### src/rtl/piso_pkg.sv
// Shared definitions for the piso_tx serial transmitter: default width,
// state encoding and counter width.
package piso_pkg;

   localparam int WIDTH = 4;
   localparam int CNT_W = $clog2(WIDTH);

   localparam logic IDLE  = 1'b0;
   localparam logic SHIFT = 1'b1;

   typedef enum logic {
      ST_IDLE  = IDLE,
      ST_SHIFT = SHIFT
   } state_e;

endpackage

### src/rtl/piso_bit_counter.sv
// Bit-position counter for the transmitter shifter; flags the last bit of a frame.
module piso_bit_counter #(
   parameter int WIDTH = piso_pkg::WIDTH
) (
   input  logic                     clk,
   input  logic                     rst,
   input  logic                     clear,
   input  logic                     enable,
   output logic [$clog2(WIDTH)-1:0] count,
   output logic                     last
);
   import piso_pkg::*;

   localparam int CW = $clog2(WIDTH);

   logic [CW-1:0] count_q, count_d;

   always_ff @(posedge clk or negedge rst) begin
      if (!rst) begin
         count_q <= '0;
      end else begin
         count_q <= count_d;
      end
   end

   // Clear wins over enable so a reload on the last bit restarts at 0.
   always_comb begin
      count_d = count_q;
      if (clear) begin
         count_d = '0;
      end else if (enable) begin
         count_d = count_q + 1'b1;
      end
   end

   assign count = count_q;
   assign last  = (count_q == CW'(WIDTH - 1));

endmodule

### src/rtl/piso_tx.sv
// Parallel-in/serial-out transmitter, LSB first, with a one-word holding
// register so consecutive frames run with no idle bit between them.
module piso_tx #(
   parameter int WIDTH = piso_pkg::WIDTH
) (
   input  logic             clk,
   input  logic             rst,
   input  logic [WIDTH-1:0] in_data,
   input  logic             in_valid,
   output logic             in_ready,
   output logic             sout,
   output logic             sout_valid,
   output logic             done,
   output logic             busy
);
   import piso_pkg::*;

   localparam int CW = $clog2(WIDTH);

   state_e           state_q, state_d;
   logic [WIDTH-1:0] shift_q, shift_d;
   logic [WIDTH-1:0] hold_q, hold_d;
   logic             hold_full_q, hold_full_d;
   logic             cnt_clear;
   logic             cnt_last;
   logic [CW-1:0]    cnt_value;
   logic             accept;
   logic             shifting;

   assign shifting = (state_q == ST_SHIFT);
   assign in_ready = ~hold_full_q;
   assign accept   = in_valid & in_ready;

   piso_bit_counter #(.WIDTH(WIDTH)) u_cnt (
      .clk    (clk),
      .rst    (rst),
      .clear  (cnt_clear),
      .enable (shifting),
      .count  (cnt_value),
      .last   (cnt_last)
   );

   always_ff @(posedge clk or negedge rst) begin
      if (!rst) begin
         state_q     <= ST_IDLE;
         shift_q     <= '0;
         hold_q      <= '0;
         hold_full_q <= 1'b0;
      end else begin
         state_q     <= state_d;
         shift_q     <= shift_d;
         hold_q      <= hold_d;
         hold_full_q <= hold_full_d;
      end
   end

   always_comb begin
      state_d     = state_q;
      shift_d     = shift_q;
      hold_d      = hold_q;
      hold_full_d = hold_full_q;
      cnt_clear   = 1'b0;
      case (state_q)
         ST_IDLE: begin
            cnt_clear = 1'b1;
            if (accept) begin
               shift_d = in_data;
               state_d = ST_SHIFT;
            end
         end
         ST_SHIFT: begin
            shift_d = shift_q >> 1;
            if (!cnt_last) begin
               if (accept) begin
                  hold_d      = in_data;
                  hold_full_d = 1'b1;
               end
            end else begin
               // Last bit: held word first, then a direct load, else go idle.
               cnt_clear = 1'b1;
               if (hold_full_q) begin
                  shift_d     = hold_q;
                  hold_full_d = accept;
                  if (accept) begin
                     hold_d = in_data;
                  end
               end else if (accept) begin
                  shift_d = in_data;
               end else begin
                  state_d = ST_IDLE;
               end
            end
         end
         default: begin
            state_d = ST_IDLE;
         end
      endcase
   end

   assign sout       = shifting & shift_q[0];
   assign sout_valid = shifting;
   assign done       = shifting & cnt_last;
   assign busy       = shifting | hold_full_q;

endmodule

### config.mk
export PLATFORM = sky130hd
export DESIGN_NAME = piso_tx
export DESIGN_NICKNAME = d
export VERILOG_FILES = /design/src/rtl/piso_pkg.sv /design/src/rtl/piso_bit_counter.sv /design/src/rtl/piso_tx.sv
export SDC_FILE = /design/constraint.sdc
export NUM_CORES = 1
export LEC_CHECK = 0
export CORE_AREA = 2 2 39 41
export DETAILED_ROUTE_END_ITERATION = 10
export DIE_AREA = 0 0 41 43
export HOLD_SLACK_MARGIN = 0.03
export PLACE_DENSITY = 0.84
export SETUP_SLACK_MARGIN = 0.15
export SLEW_MARGIN = 0
export SYNTH_ARGS = -nofsm -noshare
export SYNTH_HDL_FRONTEND = slang
export SYNTH_HIERARCHICAL = 1
export SYNTH_SLANG_ARGS = --single-unit
### constraint.sdc
create_clock -name clk -period 2.99 [get_ports clk]
set_input_delay 0.598 -clock clk [delete_from_list [all_inputs] [get_ports clk]]
set_output_delay 0.598 -clock clk [all_outputs]
set_load 0.01 [all_outputs]
; Word level (Yosys, flattened, before mapping)
; Cells that the tools add are included.
[classes]
add_sub_neg = 1
n_eq_ne = 3
muxes = 19
n_bitwise = 6
reduce_logical = 4
[op_table]
columns = operator, n
row1 = 2-to-1 mux 4 bit, 7
row2 = one-hot mux 4 bit (2 select lines), 1
row3 = 2-to-1 mux 1 bit, 7
row4 = 2-to-1 mux 2 bit, 2
row5 = "inequality test 2 bit, second input constant", 2
row6 = one-hot mux 1 bit (2 select lines), 2
row7 = AND reduction 2 bit, 2
row8 = nonzero test 2 bit, 2
row9 = bitwise AND 1 bit, 3
row10 = "adder 2 x 1 -> 2 bit, second input constant", 1
row11 = "equality test 2 bit, second input constant", 1
row12 = NOT 1 bit, 2
row13 = OR 1 bit, 1
[totals]
reg_bits = 12
word_cells = 38

; Depth between registers and ports, before layout
[depth]
ltp_word = 6
ltp_mapped = 4
mapped_depth_nobuf = 4

; Hierarchy
; The synthesis kept the hierarchy.
[by_module_without_submodules]
columns = mod, n_inst, cells_each, area_each_um2, seq_area_each_um2
row1 = piso_tx, 1, 53, 569.3, 250.2
row2 = piso_bit_counter, 1, 7, 88.8, 50.0

; Least setup slack after synthesis
; OpenSTA, ideal clock, no wires.
[synth_timing]
path_kind = flip-flop to output port
startpoint = reg state_q (netlist: sout_valid)
endpoint = out busy
arrival_time_ns = 0.988
required_ns = 2.392
slack_ns = 1.404
path_stages_with_launch = 3
n_path_buf = 1
cell_sequence = dfrtp_1 -> buf_2 -> or2_2
[synth_via]
elab_chain_cells = 1
[synth_lines]
columns = element, line_no
row1 = "start, declared", piso_tx.sv:20  ; state_e state_q, state_d;
row2 = "start signal, assigned", piso_tx.sv:50  ; state_q <= state_d;
row3 = OR 1 bit, piso_tx.sv:103  ; assign busy = shifting | hold_full_q;
row4 = "end, declared", piso_tx.sv:14  ; output logic busy
; No other way between the ends.

; Final worst setup path
[layout_timing]
startpoint = reg state_q (netlist: sout_valid)
endpoint = out done
[layout_via]
elab_chain_cells = 1
[layout_lines]
columns = element, line_no
row1 = bitwise AND 1 bit, piso_tx.sv:102  ; assign done = shifting & cnt_last;
row2 = "end, declared", piso_tx.sv:13  ; output logic done,
; No other way between the ends.

==> results by group <==
Run status
  – Outcome: finished clean

Final layout
  – Final Cell Area: 808 um^2
  – Most frequent cells in the layout: 12 x dfrtp_1, 11 x clkdlybuf4s50_1, 5 x nor2_1, 4 x mux2_1, 4 x nor3_1
  – Share of layout cells above drive strength 1: 13.7%
  – Final Util: 58.4%
  – Commonest non-fill, non-tap cell in the layout: dfrtp_1
  – N_diodes: 0
  – Nets: 82
  – P&R area growth vs syn: 22.8%
  – Layout Cells excl Fill: 89
  – Fill cell count: 115

Worst setup path
  – Crit. Startpoint: sout_valid$_DFF_PN0_
  – Crit end category: output port
  – Reg2reg start: sout_valid$_DFF_PN0_
  – WP data required: 2.39 ns
  – Reg2Reg Depth: 3
  – Crit Path Category: register to output port
  – CP max stage cell: dfrtp_1
  – R2r endpoint: hold_q[2]$_DFFE_PN0P_
  – Worst-path cell chain: and2_1, clkdlybuf4s50_1
  – FF-to-FF setup slack: 1.39 ns
  – CP startpoint kind: register
  – CP arrival: 1.78 ns
  – Worst path max stage delay: 0.71 ns
  – CP Max Fanout: 19

Clocking
  – Hold_buf cts: 0
  – Worst-Skew Late Latency: 0.27 ns
  – H-tree Lvls: 1
  – CTS Buffer Depth: 2
  – Root Driver: clkbuf_4
  – Clock transition at path regs: 0.08 ns
  – Sink Count: 12
  – TritonCTS clock tree: built
  – CTS resizes: 0
  – Number of setup buffers added after CTS: 0
  – Inserted Clock Buffers: 3

Yosys
  – Avg Synthesized Cell Area: 11.0 um^2
  – Leading area contributor after synthesis: dfrtp_1
  – Synth cell types: 28
  – Post-synthesis sequential area ratio: 45.6%
  – Largest cells by area after synthesis: dfrtp_1 46%, mux2_1 6.8%, a211oi_2 5.7%
  – Netlist Area Pre-Place: 658 um^2
  – Yosys Warn Count: 6
  – Mapped Cells: 60
  – Synthesized Nets: 68
  – Synth top area share: 45.6%
  – Seq cells post-synth: 12

GRT
  – Global-route met1 utilization: 21.8%
  – Met3 usage: 6.28%
  – Total GRT Usage: 18.1%
  – Largest net degree at the start of global routing: 20
  – Met2 track demand over resource: 26.9%
  – Gr busiest metal: met2
  – Grt ovf: 0
  – First-pass GRT wire length: 2050 um
  – Vias in the first global route: 460
  – Initial antenna violation count: 0

Pwr
  – Overall power: 0.762 mW
  – Part of the power in registers: 40.8%
  – Pwr dens: 943 nW/um^2
  – P_leak: 0.344 nW
  – Share of total power in the clock network: 16.8%
  – Psw: 0.272 mW
  – Combinational share of power: 42.5%
  – Switching Share: 35.7%
  – IR drop worst, VDD: 0.340 mV
  – P_int: 0.490 mW

STA
  – Maximum clock frequency: 0.421 GHz
  – Hold WS: 0.488 ns
  – Worst Skew: 0.0109 ns
  – Final min period: 2.37 ns
  – Setup violators final: 0
  – Final Max Tran Viols: 0
  – Worst-margin pin slew: 0.577 ns
  – Final Hold Vio Count: 0
  – Tcrit/Tclk final: 79.4%
  – Slew headroom: 61.5%
  – Setup TNS: 0 ns
  – RSZ-0062 raised after global routing: false
  – Final WS setup: 0.617 ns

Routing
  – Via-to-Cell Ratio: 5.74
  – Post-route ant nets: 0
  – DR iter-0 viols: 5
  – Via count: 511
  – DRC: 0
  – First-pass DRT Iterations: 4
  – Final WL: 1270 um
  – WL/cell: 14.2 um

Place
  – Area after DPL: 772 um^2
  – Placed cell count: 85
  – Pre-CTS WS: 0.922 ns
  – Buffers on Ports: 11
  – RD Place Congestion: 0.751

Die
  – I/O pin cnt: 12
  – Row count: 14
  – Die Y: 43 um
  – Die W: 41 um
  – Starting density of the core: 47.6%
  – Die area: 1760 um^2
  – Core area: 1380 um^2

Hold path
  – Hold Startpoint: hold_q[2]$_DFFE_PN0P_
  – Worst Hold End: hold_q[2]$_DFFE_PN0P_
  – Hold Path Class: register to register
  – Hold path depth: 1

Flow run
  – Max_cap viols: 0
-- per-layer routing --
layer	part of all wire, %	vias up
li1	-	241
met1	43	247
met2	52	21
met3	4.1	2
met4	1.1	0
met5	0	-
-- worst max path at each step --
stage / end / slack [ns] / depth (start not counted)
2_1_floorplan: busy / 1.40 / 2
3_3_place_gp: done / 0.93 / 2
3_5_place_dp: done / 0.92 / 2
4_1_cts: done / 0.60 / 2
5_1_grt: done / 0.49 / 2
6_report: done / 0.62 / 2
-- area by class of cell --
class / count / area (um^2) / share of cell area, %
inverters: 2 / 7.51 / 0.929
repair buffers: 11 / 110 / 13.6
well taps: 16 / 20.0 / 2.48
multi-input cells: 44 / 334 / 41.3
clock buffers: 4 / 36.3 / 4.49
flip-flops and latches: 12 / 300 / 37.2
-- power groups by stage --
stage	Sequential [mW]	Clock [mW]	Combinational, mW
detailed placement	0.313	0	0.327
floorplan	0.282	0	0.259
global route	0.321	0.139	0.362
finish	0.311	0.128	0.324
global placement	0.313	0	0.314
CTS	0.310	0.132	0.329
-- flip-flops by register name, summed over array words and instances (netlist names) --
register     count
hold_full_q      1
shift_q          4
u_cnt/count      2
hold_q           4
sout_valid       1
-- cells by family after synthesis --
| kind of cell | count (synthesis) | synth area share [%] |
|---|---|---|
| AND/OR/NAND/NOR | 24 | 21.5 |
| flip-flops | 12 | 45.6 |
| AO/OA/AOI/OAI | 11 | 14.6 |
| multiplexers | 7 | 11.4 |
| buffers and inverters | 4 | 3.61 |
| XOR/XNOR | 1 | 1.33 |
| adder cells (fa/ha/maj) | 1 | 1.90 |
-- critical path: cells and delay by family, from the launching register on --
kind,cells,cell delay (ns)
and+or+nand+nor,1,0.24
buffers and inverters,1,0.54
DFF,1,0.71
-- cell usage after synthesis (all sizes together) --
cell type,instances
dfrtp,12
nor2,6
a211oi,4
mux2,4
nor3,4
mux2i,3
and2,2
buf,2
inv,2
nand2,2
nand2b,2
nand3b,2
nor2b,2
o22ai,2
o311a,2
a21oi,1
a32oi,1
and2b,1
and3,1
and3b,1
ha,1
o21ai,1
or2,1
xnor2,1
No activity file was read; power rests on OpenSTA's default activity.
